[src/rtl/clock_ctrl_pkg.sv]
// Shared types for the breadboard CPU clock controller.
// Latency: n/a (types only).
// Backpressure: n/a.
// Contents: mode_e (mode input encoding), state_e (clock FSM states).
package clock_ctrl_pkg;

  typedef enum logic [1:0] {
    MODE_MANUAL  = 2'b00,
    MODE_ASTABLE = 2'b01,
    MODE_BURST   = 2'b10,
    MODE_STOP    = 2'b11
  } mode_e;

  typedef enum logic [1:0] {
    S_LOW  = 2'b00,
    S_HIGH = 2'b01,
    S_HALT = 2'b10
  } state_e;

endpackage

[src/rtl/push_debouncer.sv]
// Synchronises and debounces the raw step button; emits clean level and a rise strobe.
// Latency: 2 sync cycles + DEBOUNCE stable cycles to level change; rise strobe in the same cycle as level.
// Backpressure: none; strobe is a one-cycle pulse with no handshake.
// Ports: clk, rst (sync active-high), push (raw async) -> level (debounced), rise (0->1 strobe).
module push_debouncer #(
  parameter int DEBOUNCE = 1000
) (
  input  logic clk,
  input  logic rst,
  input  logic push,
  output logic level,
  output logic rise
);

  localparam int CNT_W = $clog2(DEBOUNCE + 1);

  logic             sync1_q, sync1_d;
  logic             sync2_q, sync2_d;
  logic             level_q, level_d;
  logic             rise_q,  rise_d;
  logic [CNT_W-1:0] cnt_q,   cnt_d;

  // Counter tracks consecutive cycles the synchronised input differs from the
  // accepted level; any return to the accepted level restarts it.
  always_comb begin
    sync1_d = push;
    sync2_d = sync1_q;
    level_d = level_q;
    rise_d  = 1'b0;
    cnt_d   = '0;
    if (sync2_q != level_q) begin
      if (cnt_q == CNT_W'(DEBOUNCE - 1)) begin
        level_d = sync2_q;
        rise_d  = sync2_q;
      end else begin
        cnt_d = cnt_q + CNT_W'(1);
      end
    end
  end

  always_ff @(posedge clk) begin
    if (rst) begin
      sync1_q <= 1'b0;
      sync2_q <= 1'b0;
      level_q <= 1'b0;
      rise_q  <= 1'b0;
      cnt_q   <= '0;
    end else begin
      sync1_q <= sync1_d;
      sync2_q <= sync2_d;
      level_q <= level_d;
      rise_q  <= rise_d;
      cnt_q   <= cnt_d;
    end
  end

  assign level = level_q;
  assign rise  = rise_q;

endmodule

[src/rtl/clock_control_unit.sv]
// CPU clock generator: manual step, astable, counted burst, stop; glitch-free halt (no runt high phases).
// Latency: clk_out/clk_rise registered, change one cycle after the deciding input is sampled.
// Backpressure: hlt stalls clock after the current high phase completes; burst_start ignored while busy.
// Ports: clk, rst, mode[1:0], hlt, push, half_period[DIV_W], burst_len[BURST_W], burst_start
//        -> clk_out, clk_rise, halted, burst_busy (+ cycle_count[31:0] when CLK_CYCLE_COUNT_EN is defined).
module clock_control_unit
  import clock_ctrl_pkg::*;
#(
  parameter int DIV_W     = 16,
  parameter int BURST_W   = 8,
  parameter int DEBOUNCE  = 1000,
  parameter int PULSE_CYC = 5
) (
  input  logic               clk,
  input  logic               rst,
  input  logic [1:0]         mode,
  input  logic               hlt,
  input  logic               push,
  input  logic [DIV_W-1:0]   half_period,
  input  logic [BURST_W-1:0] burst_len,
  input  logic               burst_start,
  output logic               clk_out,
  output logic               clk_rise,
  output logic               halted,
  output logic               burst_busy
`ifdef CLK_CYCLE_COUNT_EN
  ,
  output logic [31:0]        cycle_count
`endif
);

  state_e             state_q, state_d;
  logic [DIV_W-1:0]   div_q, div_d;
  logic [BURST_W-1:0] burst_cnt_q, burst_cnt_d;
  logic               burst_busy_q, burst_busy_d;
  logic               clk_out_q, clk_out_d;
  logic               clk_rise_q, clk_rise_d;
  logic               halted_q, halted_d;

  mode_e              mode_s;
  logic [DIV_W-1:0]   hp_eff;
  logic               phase_end;
  logic               go_high;
  logic               push_level;
  logic               push_rise;
  logic               step_req;

  push_debouncer #(.DEBOUNCE(DEBOUNCE)) u_push_debouncer (
    .clk   (clk),
    .rst   (rst),
    .push  (push),
    .level (push_level),
    .rise  (push_rise)
  );

  assign mode_s    = mode_e'(mode);
  assign hp_eff    = (half_period == '0) ? DIV_W'(1) : half_period;
  // Reset leaves div at 0, so treat 0 like 1 to avoid a stuck phase.
  assign phase_end = (div_q <= DIV_W'(1));
  assign step_req  = push_rise & push_level;

  // Next-state logic. burst_cnt holds the number of high phases still to start.
  always_comb begin
    state_d      = state_q;
    div_d        = phase_end ? div_q : div_q - DIV_W'(1);
    burst_cnt_d  = burst_cnt_q;
    burst_busy_d = burst_busy_q;
    go_high      = 1'b0;
    case (state_q)
      S_LOW: begin
        if (mode_s != MODE_BURST) begin
          burst_busy_d = 1'b0;
          burst_cnt_d  = '0;
        end
        if (mode_s == MODE_BURST && !burst_busy_q && burst_start && burst_len != '0) begin
          burst_busy_d = 1'b1;
          // Accepted under hlt: keep the first period pending until release.
          if (hlt) begin
            burst_cnt_d = burst_len;
          end else begin
            burst_cnt_d = burst_len - BURST_W'(1);
            go_high     = 1'b1;
          end
        end else if (!hlt) begin
          case (mode_s)
            MODE_BURST: begin
              if (burst_busy_q && phase_end) begin
                if (burst_cnt_q == '0) begin
                  burst_busy_d = 1'b0;
                end else begin
                  burst_cnt_d = burst_cnt_q - BURST_W'(1);
                  go_high     = 1'b1;
                end
              end
            end
            MODE_ASTABLE: go_high = phase_end;
            MODE_MANUAL:  go_high = step_req;
            default:      go_high = 1'b0;
          endcase
        end
        if (hlt) begin
          state_d = S_HALT;
        end else if (go_high) begin
          state_d = S_HIGH;
          div_d   = (mode_s == MODE_MANUAL) ? DIV_W'(PULSE_CYC) : hp_eff;
        end
      end
      S_HIGH: begin
        // High phase always runs to its loaded length; hlt only acts afterwards.
        if (phase_end) begin
          state_d = hlt ? S_HALT : S_LOW;
          div_d   = hp_eff;
        end
      end
      S_HALT: begin
        if (!hlt) begin
          state_d = S_LOW;
          div_d   = hp_eff;
        end
      end
      default: begin
        state_d = S_LOW;
        div_d   = hp_eff;
      end
    endcase
  end

  // Output logic: registered versions of the next state.
  always_comb begin
    clk_out_d  = (state_d == S_HIGH);
    clk_rise_d = (state_d == S_HIGH) && (state_q != S_HIGH);
    halted_d   = (state_d == S_HALT);
  end

  always_ff @(posedge clk) begin
    if (rst) begin
      state_q      <= S_LOW;
      div_q        <= '0;
      burst_cnt_q  <= '0;
      burst_busy_q <= 1'b0;
      clk_out_q    <= 1'b0;
      clk_rise_q   <= 1'b0;
      halted_q     <= 1'b0;
    end else begin
      state_q      <= state_d;
      div_q        <= div_d;
      burst_cnt_q  <= burst_cnt_d;
      burst_busy_q <= burst_busy_d;
      clk_out_q    <= clk_out_d;
      clk_rise_q   <= clk_rise_d;
      halted_q     <= halted_d;
    end
  end

  assign clk_out    = clk_out_q;
  assign clk_rise   = clk_rise_q;
  assign halted     = halted_q;
  assign burst_busy = burst_busy_q;

`ifdef CLK_CYCLE_COUNT_EN
  logic [31:0] cycle_count_q, cycle_count_d;

  // Advances together with clk_rise so both outputs move on the same edge.
  always_comb begin
    cycle_count_d = cycle_count_q + {31'd0, clk_rise_d};
  end

  always_ff @(posedge clk) begin
    if (rst) begin
      cycle_count_q <= '0;
    end else begin
      cycle_count_q <= cycle_count_d;
    end
  end

  assign cycle_count = cycle_count_q;
`endif

endmodule
[config.mk]
export PLATFORM = sky130hd
export DESIGN_NAME = clock_control_unit
export DESIGN_NICKNAME = d
export VERILOG_FILES = /design/src/rtl/clock_ctrl_pkg.sv /design/src/rtl/push_debouncer.sv /design/src/rtl/clock_control_unit.sv
export SDC_FILE = /design/constraint.sdc
export NUM_CORES = 1
export LEC_CHECK = 0
export CORE_MARGIN = 8
export CORE_UTILIZATION = 46
export CTS_BUF_LIST = sky130_fd_sc_hd__clkbuf_8
export DETAILED_ROUTE_END_ITERATION = 8
export HOLD_SLACK_MARGIN = 0.08
export PLACE_DENSITY = 0.71
export SLEW_MARGIN = 40
export SYNTH_ARGS = -nofsm -noshare
export SYNTH_HDL_FRONTEND = slang
export SYNTH_SLANG_ARGS = --single-unit
[constraint.sdc]
create_clock -name clk -period 2.5 [get_ports clk]
set_clock_uncertainty 0.1 [all_clocks]
set_input_delay 0.5 -clock clk [delete_from_list [all_inputs] [get_ports clk]]
set_output_delay 0.5 -clock clk [all_outputs]
set_load 0.03 [all_outputs]
[Yosys cells after proc, flatten, opt, wreduce, memory -nomap -nowiden]
Cells that the tools add are included.
Storage, ports and cells
  register bits after elaboration: 44
  logic and storage cells: 78
Operators by class
  $add $sub $neg: 4
  magnitude comparators: 1
  eq/ne operators: 10
  multiplexer cells: 34
  bitwise gates (word level): 3
  reduce and logical (&&, ||, !) cells: 14
Operators by type and width (count)
  16-bit two-way mux: 7
  8-bit two-way mux: 7
  16-bit one-hot mux with 3 select lines: 1
  16-bit by 1-bit less-or-equal comparator with 1-bit output, second input constant: 1
  16-bit zero test: 1
  16-bit by 1-bit subtractor with 16-bit output, second input constant: 1
  8-bit by 1-bit subtractor with 8-bit output, second input constant: 2
  1-bit two-way mux: 12
  10-bit by 1-bit adder with 10-bit output, second input constant: 1
  10-bit equality test, second input constant: 1
  2-bit two-way mux: 5
  8-bit zero test: 1
  8-bit nonzero test: 1
  2-bit by 1-bit equality test with 1-bit output, second input constant: 3
  2-bit equality test, second input constant: 3
  2-bit one-hot mux with 3 select lines: 1
  3-bit OR reduction: 2
  1-bit logical AND: 5
  2-bit zero test: 2
  1-bit one-hot mux with 3 select lines: 1
  2-bit by 1-bit != test with 1-bit output, second input constant: 1
  2-bit != test, second input constant: 1
  1-bit NOT: 2
  2-bit AND reduction: 1
  other kinds (3): 3

[Logic depth before layout (Yosys ltp)]
  word-level depth: 12
  mapped depth: 10

[By module]
Synthesis repeated with hierarchy kept, for this count alone.
Unflattened totals
  cells, all modules: 382
  area, all modules: 3050.4 µm²
Modules (own cells, without submodules)
  clock_control_unit: instances 1, cells each 317, area each 2436.1 µm², sequential area each 600.6 µm²
  push_debouncer: instances 1, cells each 65, area each 614.3 µm², sequential area each 280.3 µm²

[Worst setup path before layout]
Ideal clock, no wire load.
  kind: register to register
  from: reg div_q[12]
  to: reg div_q[7]
  setup time: 0.120 ns
  arrival: 2.372 ns
  data required time: 2.280 ns
  setup slack: -0.091 ns
  stages on the path, launching flop included: 10
  period minus slack after synthesis: 2.591 ns
  cell sequence: dfxtp_1 > or3_1 > or4_1 > buf_2 > or2_1 > buf_6 > a31o_1 > a21o_4 > a221oi_2 > nor2_1
Between the ends
  word-level cells in the longest chain between the ends: 10
Ends and longest elaborated chain
  from (decl): line clock_control_unit.sv:33  | logic [DIV_W-1:0] div_q, div_d;
  from (signal assigned): line clock_control_unit.sv:146  | div_q <= div_d;
  16-bit by 1-bit less-or-equal comparator with 1-bit output *: line clock_control_unit.sv:59  | assign phase_end = (div_q <= DIV_W'(1));
  1-bit logical AND: line clock_control_unit.sv:87  | if (burst_busy_q && phase_end) begin
  1-bit two-way mux: line clock_control_unit.sv:87
  1-bit one-hot mux with 3 select lines: line clock_control_unit.sv:85  | case (mode_s)
  1-bit two-way mux: line clock_control_unit.sv:84  | end else if (!hlt) begin
  1-bit two-way mux: line clock_control_unit.sv:75  | if (mode_s == MODE_BURST && !burst_busy_q && burst_start && burst_len != '0) begin
  1-bit two-way mux: line clock_control_unit.sv:69  | case (state_q)
  16-bit two-way mux: line clock_control_unit.sv:103  | end else if (go_high) begin
  16-bit two-way mux: line clock_control_unit.sv:101  | if (hlt) begin
  16-bit one-hot mux with 3 select lines *: line clock_control_unit.sv:69
Every way passes the cells marked *; elsewhere a longest branch is shown, timed or not. The select of a mux whose other input is x is not followed.
A chain may end at the register's enable or synchronous reset.

[Worst setup path in the final report]
  from: reg div_q[12]
  to: reg div_q[13]
Between the ends
  word-level cells in the longest chain between the ends: 10
Ends and longest elaborated chain (line)
  16-bit by 1-bit less-or-equal comparator with 1-bit output: clock_control_unit.sv:59
  1-bit logical AND: clock_control_unit.sv:87
  1-bit two-way mux: clock_control_unit.sv:87
  1-bit one-hot mux with 3 select lines: clock_control_unit.sv:85
  1-bit two-way mux: clock_control_unit.sv:84
  1-bit two-way mux: clock_control_unit.sv:75
  1-bit two-way mux: clock_control_unit.sv:69
  16-bit two-way mux: clock_control_unit.sv:103
  16-bit two-way mux: clock_control_unit.sv:101
  16-bit one-hot mux with 3 select lines *: clock_control_unit.sv:69
Marked as above.

==> impl_metrics.env <==
export IMPL_overflow=0
export IMPL_postCtsHoldBufs=0
export IMPL_cp_slowest_stage_delay_ns=0.57
export IMPL_max_slew_margin=0.654
export IMPL_clkLatencyLatePin_ns=0.31
export IMPL_period_minus_slack_ns=2.55
export IMPL_critical_path_class="flop to flop"
export IMPL_fin_hold_ws_ns=0.354
export IMPL_rr_endpoint="div_q[13]$_SDFF_PP0_"
export IMPL_synthArstFlopShare=0
export IMPL_drt_iter0_drc=293
export IMPL_syn_cell_area_sq_um=2840
export IMPL_max_freq_mhz=392
export IMPL_mostFrequentLayoutCells="buf_4, dfxtp_1, nor2_1"
export IMPL_antenna_found_initial=0
export IMPL_path_buf_inv=0
export IMPL_grt_use_total=0.201
export IMPL_fp_dieW_um=94.6
export IMPL_r2r_start="div_q[12]$_SDFF_PP0_"
export IMPL_fp_dieArea_sq_um=8950
export IMPL_start_util=0.478
export IMPL_grt_pass1_wl_mm=14.5
export IMPL_ff2ff_setup_slack_ns=-0.05
export IMPL_hp_class="flop to flop"
export IMPL_path_clk_slew_ns=0.09
export IMPL_ant_nets=0
export IMPL_worst_ep_required_time_ns=2.60
export IMPL_ys_ff_latch=44
export IMPL_layout_nets=494
export IMPL_critPathCaptureType="flop"
export IMPL_ys_seq_area_frac=0.310
export IMPL_root_buffer="clkbuf_8"
export IMPL_synth_ff_type="dfxtp_1"
export IMPL_dr_pass1_iters=6
export IMPL_grt_max_degree=23
export IMPL_wl_per_cell_um=17.1
export IMPL_avgSynthCellArea_sq_um=7.88
export IMPL_min_to="u_push_debouncer.cnt_q[0]$_SDFF_PP0_"
export IMPL_final_common_cell="buf_4"
export IMPL_rsz0062_at_grt="true"
export IMPL_crit_chain="or3_4 > or4_4 > or2_1 > a31o_4 > a21oi_4 > a211oi_2 > a31o_1"
export IMPL_utilization=0.694
export IMPL_vdd_drop_max_uv=787
export IMPL_totalWireLength_mm=9.09
export IMPL_min_path_cells=1
export IMPL_maxCapViolCount=0
export IMPL_slew_viol_final=0
export IMPL_cp_arrival_ns=2.65
export IMPL_drc=0
export IMPL_antennaDiodeCount=0
export IMPL_numCtsBuffers=5
export IMPL_p_leak_nw=1.62
export IMPL_synth_edf_count=0
export IMPL_postPlaceCellArea_sq_um=3760
export IMPL_dp_cells=519
export IMPL_tns_ns=-0.133
export IMPL_clock_tree_buffer_depth=2
export IMPL_worstPathMaxFanout=6
export IMPL_ys_warn_count=0
export IMPL_io_pins=35
export IMPL_worstHoldStart="u_push_debouncer.cnt_q[0]$_SDFF_PP0_"
export IMPL_status="finished with violations"
export IMPL_coreArea_sq_um=5960
export IMPL_syn_inst=361
export IMPL_dp_hpwl_mm=6.79
export IMPL_finalInstanceArea_sq_um=4130
export IMPL_rr_worst_depth=7
export IMPL_cts_htree_levels=2
export IMPL_die_h_um=94.6
export IMPL_power_density_nw_per_um2=888
export IMPL_gp_congestion=1.05
export IMPL_crit_slowest_cell="or4_4"
export IMPL_grt_pass1_vias=3141
export IMPL_fin_cells=533
export IMPL_fillCellCount=488
export IMPL_power_mw=3.67
export IMPL_drive_gt1_frac=0.295
export IMPL_setup_slack_ns=-0.0510
export IMPL_synthDistinctLibCells=68
export IMPL_start_kind="flop"
export IMPL_violations="negative setup slack"
export IMPL_setup_viol_count_final=5
export IMPL_areaGrowthSynthToFinish_pct=45.4
export IMPL_synth_nets=398
export IMPL_cts_tree="yes"
export IMPL_rows=28
export IMPL_report_final_hold_viol_count=0
export IMPL_cts_sinks=44
export IMPL_pre_cts_ws_ns=-0.338
export IMPL_vias=3195
export IMPL_tightest_slew_ns=0.516
export IMPL_portBuffers=34
export IMPL_vias_per_cell=5.99
export IMPL_fin_crit_sh=1.02
export IMPL_crit_family="simple AND/OR/NAND/NOR gates"
## cells by family (layout without fill, tap and decap cells)
group	after synthesis	count (layout)	synth area share
and+or+nand+nor	146	146	0.269
AOI/OAI and AO/OA	104	104	0.257
DFF	44	44	0.310
buffers and inverters	32	129	0.0462
xor gates and xnor gates	26	26	0.0801
adders and majority gates	6	6	0.0264
muxes	3	3	0.0110
## final cells by class
cell class / count / area [sq um] / share of cell area
clock inverter: 3 / 47.5 / 0.0115
clock buffer: 5 / 68.8 / 0.0166
timing repair buffer: 108 / 935 / 0.226
multi-input combinational: 285 / 2060 / 0.497
inverter: 13 / 48.8 / 0.0118
sequential: 44 / 885 / 0.214
tap: 75 / 93.8 / 0.0227
## worst max-delay path by stage
stage / startpoint / end / cells after the start
final: div_q[12]$_SDFF_PP0_ / div_q[13]$_SDFF_PP0_ / 7
after global routing: div_q[12]$_SDFF_PP0_ / div_q[13]$_SDFF_PP0_ / 7
after CTS: div_q[12]$_SDFF_PP0_ / div_q[13]$_SDFF_PP0_ / 7
after detailed placement: burst_len[3] / div_q[11]$_SDFF_PP0_ / 10
after global placement: burst_len[3] / div_q[11]$_SDFF_PP0_ / 10
after floorplan: div_q[10]$_SDFF_PP0_ / div_q[7]$_SDFF_PP0_ / 9
## Yosys cell counts, drive strengths merged (4+ instances only)
| master | count | area share |
|---|---|---|
| o22ai | 5 | 0.015 |
| a31oi | 6 | 0.013 |
| a21oi | 24 | 0.044 |
| buf | 5 | 0.011 |
| nor4 | 16 | 0.037 |
| nor2 | 41 | 0.055 |
| or3 | 5 | 0.011 |
| a21o | 6 | 0.018 |
| or2 | 5 | 0.011 |
| or4 | 5 | 0.015 |
| o211ai | 4 | 0.011 |
| dfxtp | 44 | 0.31 |
| ha | 6 | 0.026 |
| a22oi | 5 | 0.013 |
| nand2 | 23 | 0.030 |
| and3 | 4 | 0.0088 |
| nor2b | 6 | 0.013 |
| xnor2 | 16 | 0.049 |
| nor3b | 5 | 0.017 |
| xor2 | 10 | 0.031 |
| nand3 | 8 | 0.016 |
| nand2b | 4 | 0.0088 |
| o21ai | 23 | 0.040 |
| inv | 13 | 0.017 |
| nor3 | 19 | 0.033 |
| clkbuf | 14 | 0.018 |
## report_power, final
| part | total, mW | switching (mW) | internal (mW) | leakage (nW) |
|---|---|---|---|---|
| clock network | 0.569 | 0.268 | 0.301 | 0.0583 |
| registers | 0.919 | 0.0994 | 0.820 | 0.360 |
| logic | 2.18 | 1.11 | 1.07 | 1.21 |
## worst reg2reg max path: cells and delay by family, from the launching register on
kind / cells / cell delay [ns]
AO/OA/AOI/OAI: 4 / 0.77
AND/OR/NAND/NOR: 3 / 1.24
flip-flops: 1 / 0.35
## sequential cells by signal, summed over array words and instances (netlist names)
name / flops
div_q: 16
u_push_debouncer.level: 1
u_push_debouncer.cnt_q: 10
burst_busy: 1
clk_out: 1
u_push_debouncer.sync1_q: 1
state_q: 2
clk_rise: 1
burst_cnt_q: 8
u_push_debouncer.rise: 1
u_push_debouncer.sync2_q: 1
halted: 1
## timing repair
action                     4_1_cts  5_1_grt
setup endpoints to repair       23       27
setup buffers                    5        2
gates resized for setup         16       32
pin swaps                       12       20
## routing by layer
| metal | up-vias | GRT usage | part of all wire |
|---|---|---|---|
| li1 | 1529 | - | - |
| met1 | 1486 | 0.254 | 0.41 |
| met2 | 156 | 0.335 | 0.47 |
| met3 | 24 | 0.0349 | 0.092 |
| met4 | 0 | 0.0715 | 0.025 |
| met5 | - | 0 | 0 |
Note: power is estimated with default switching activity, not from simulation.
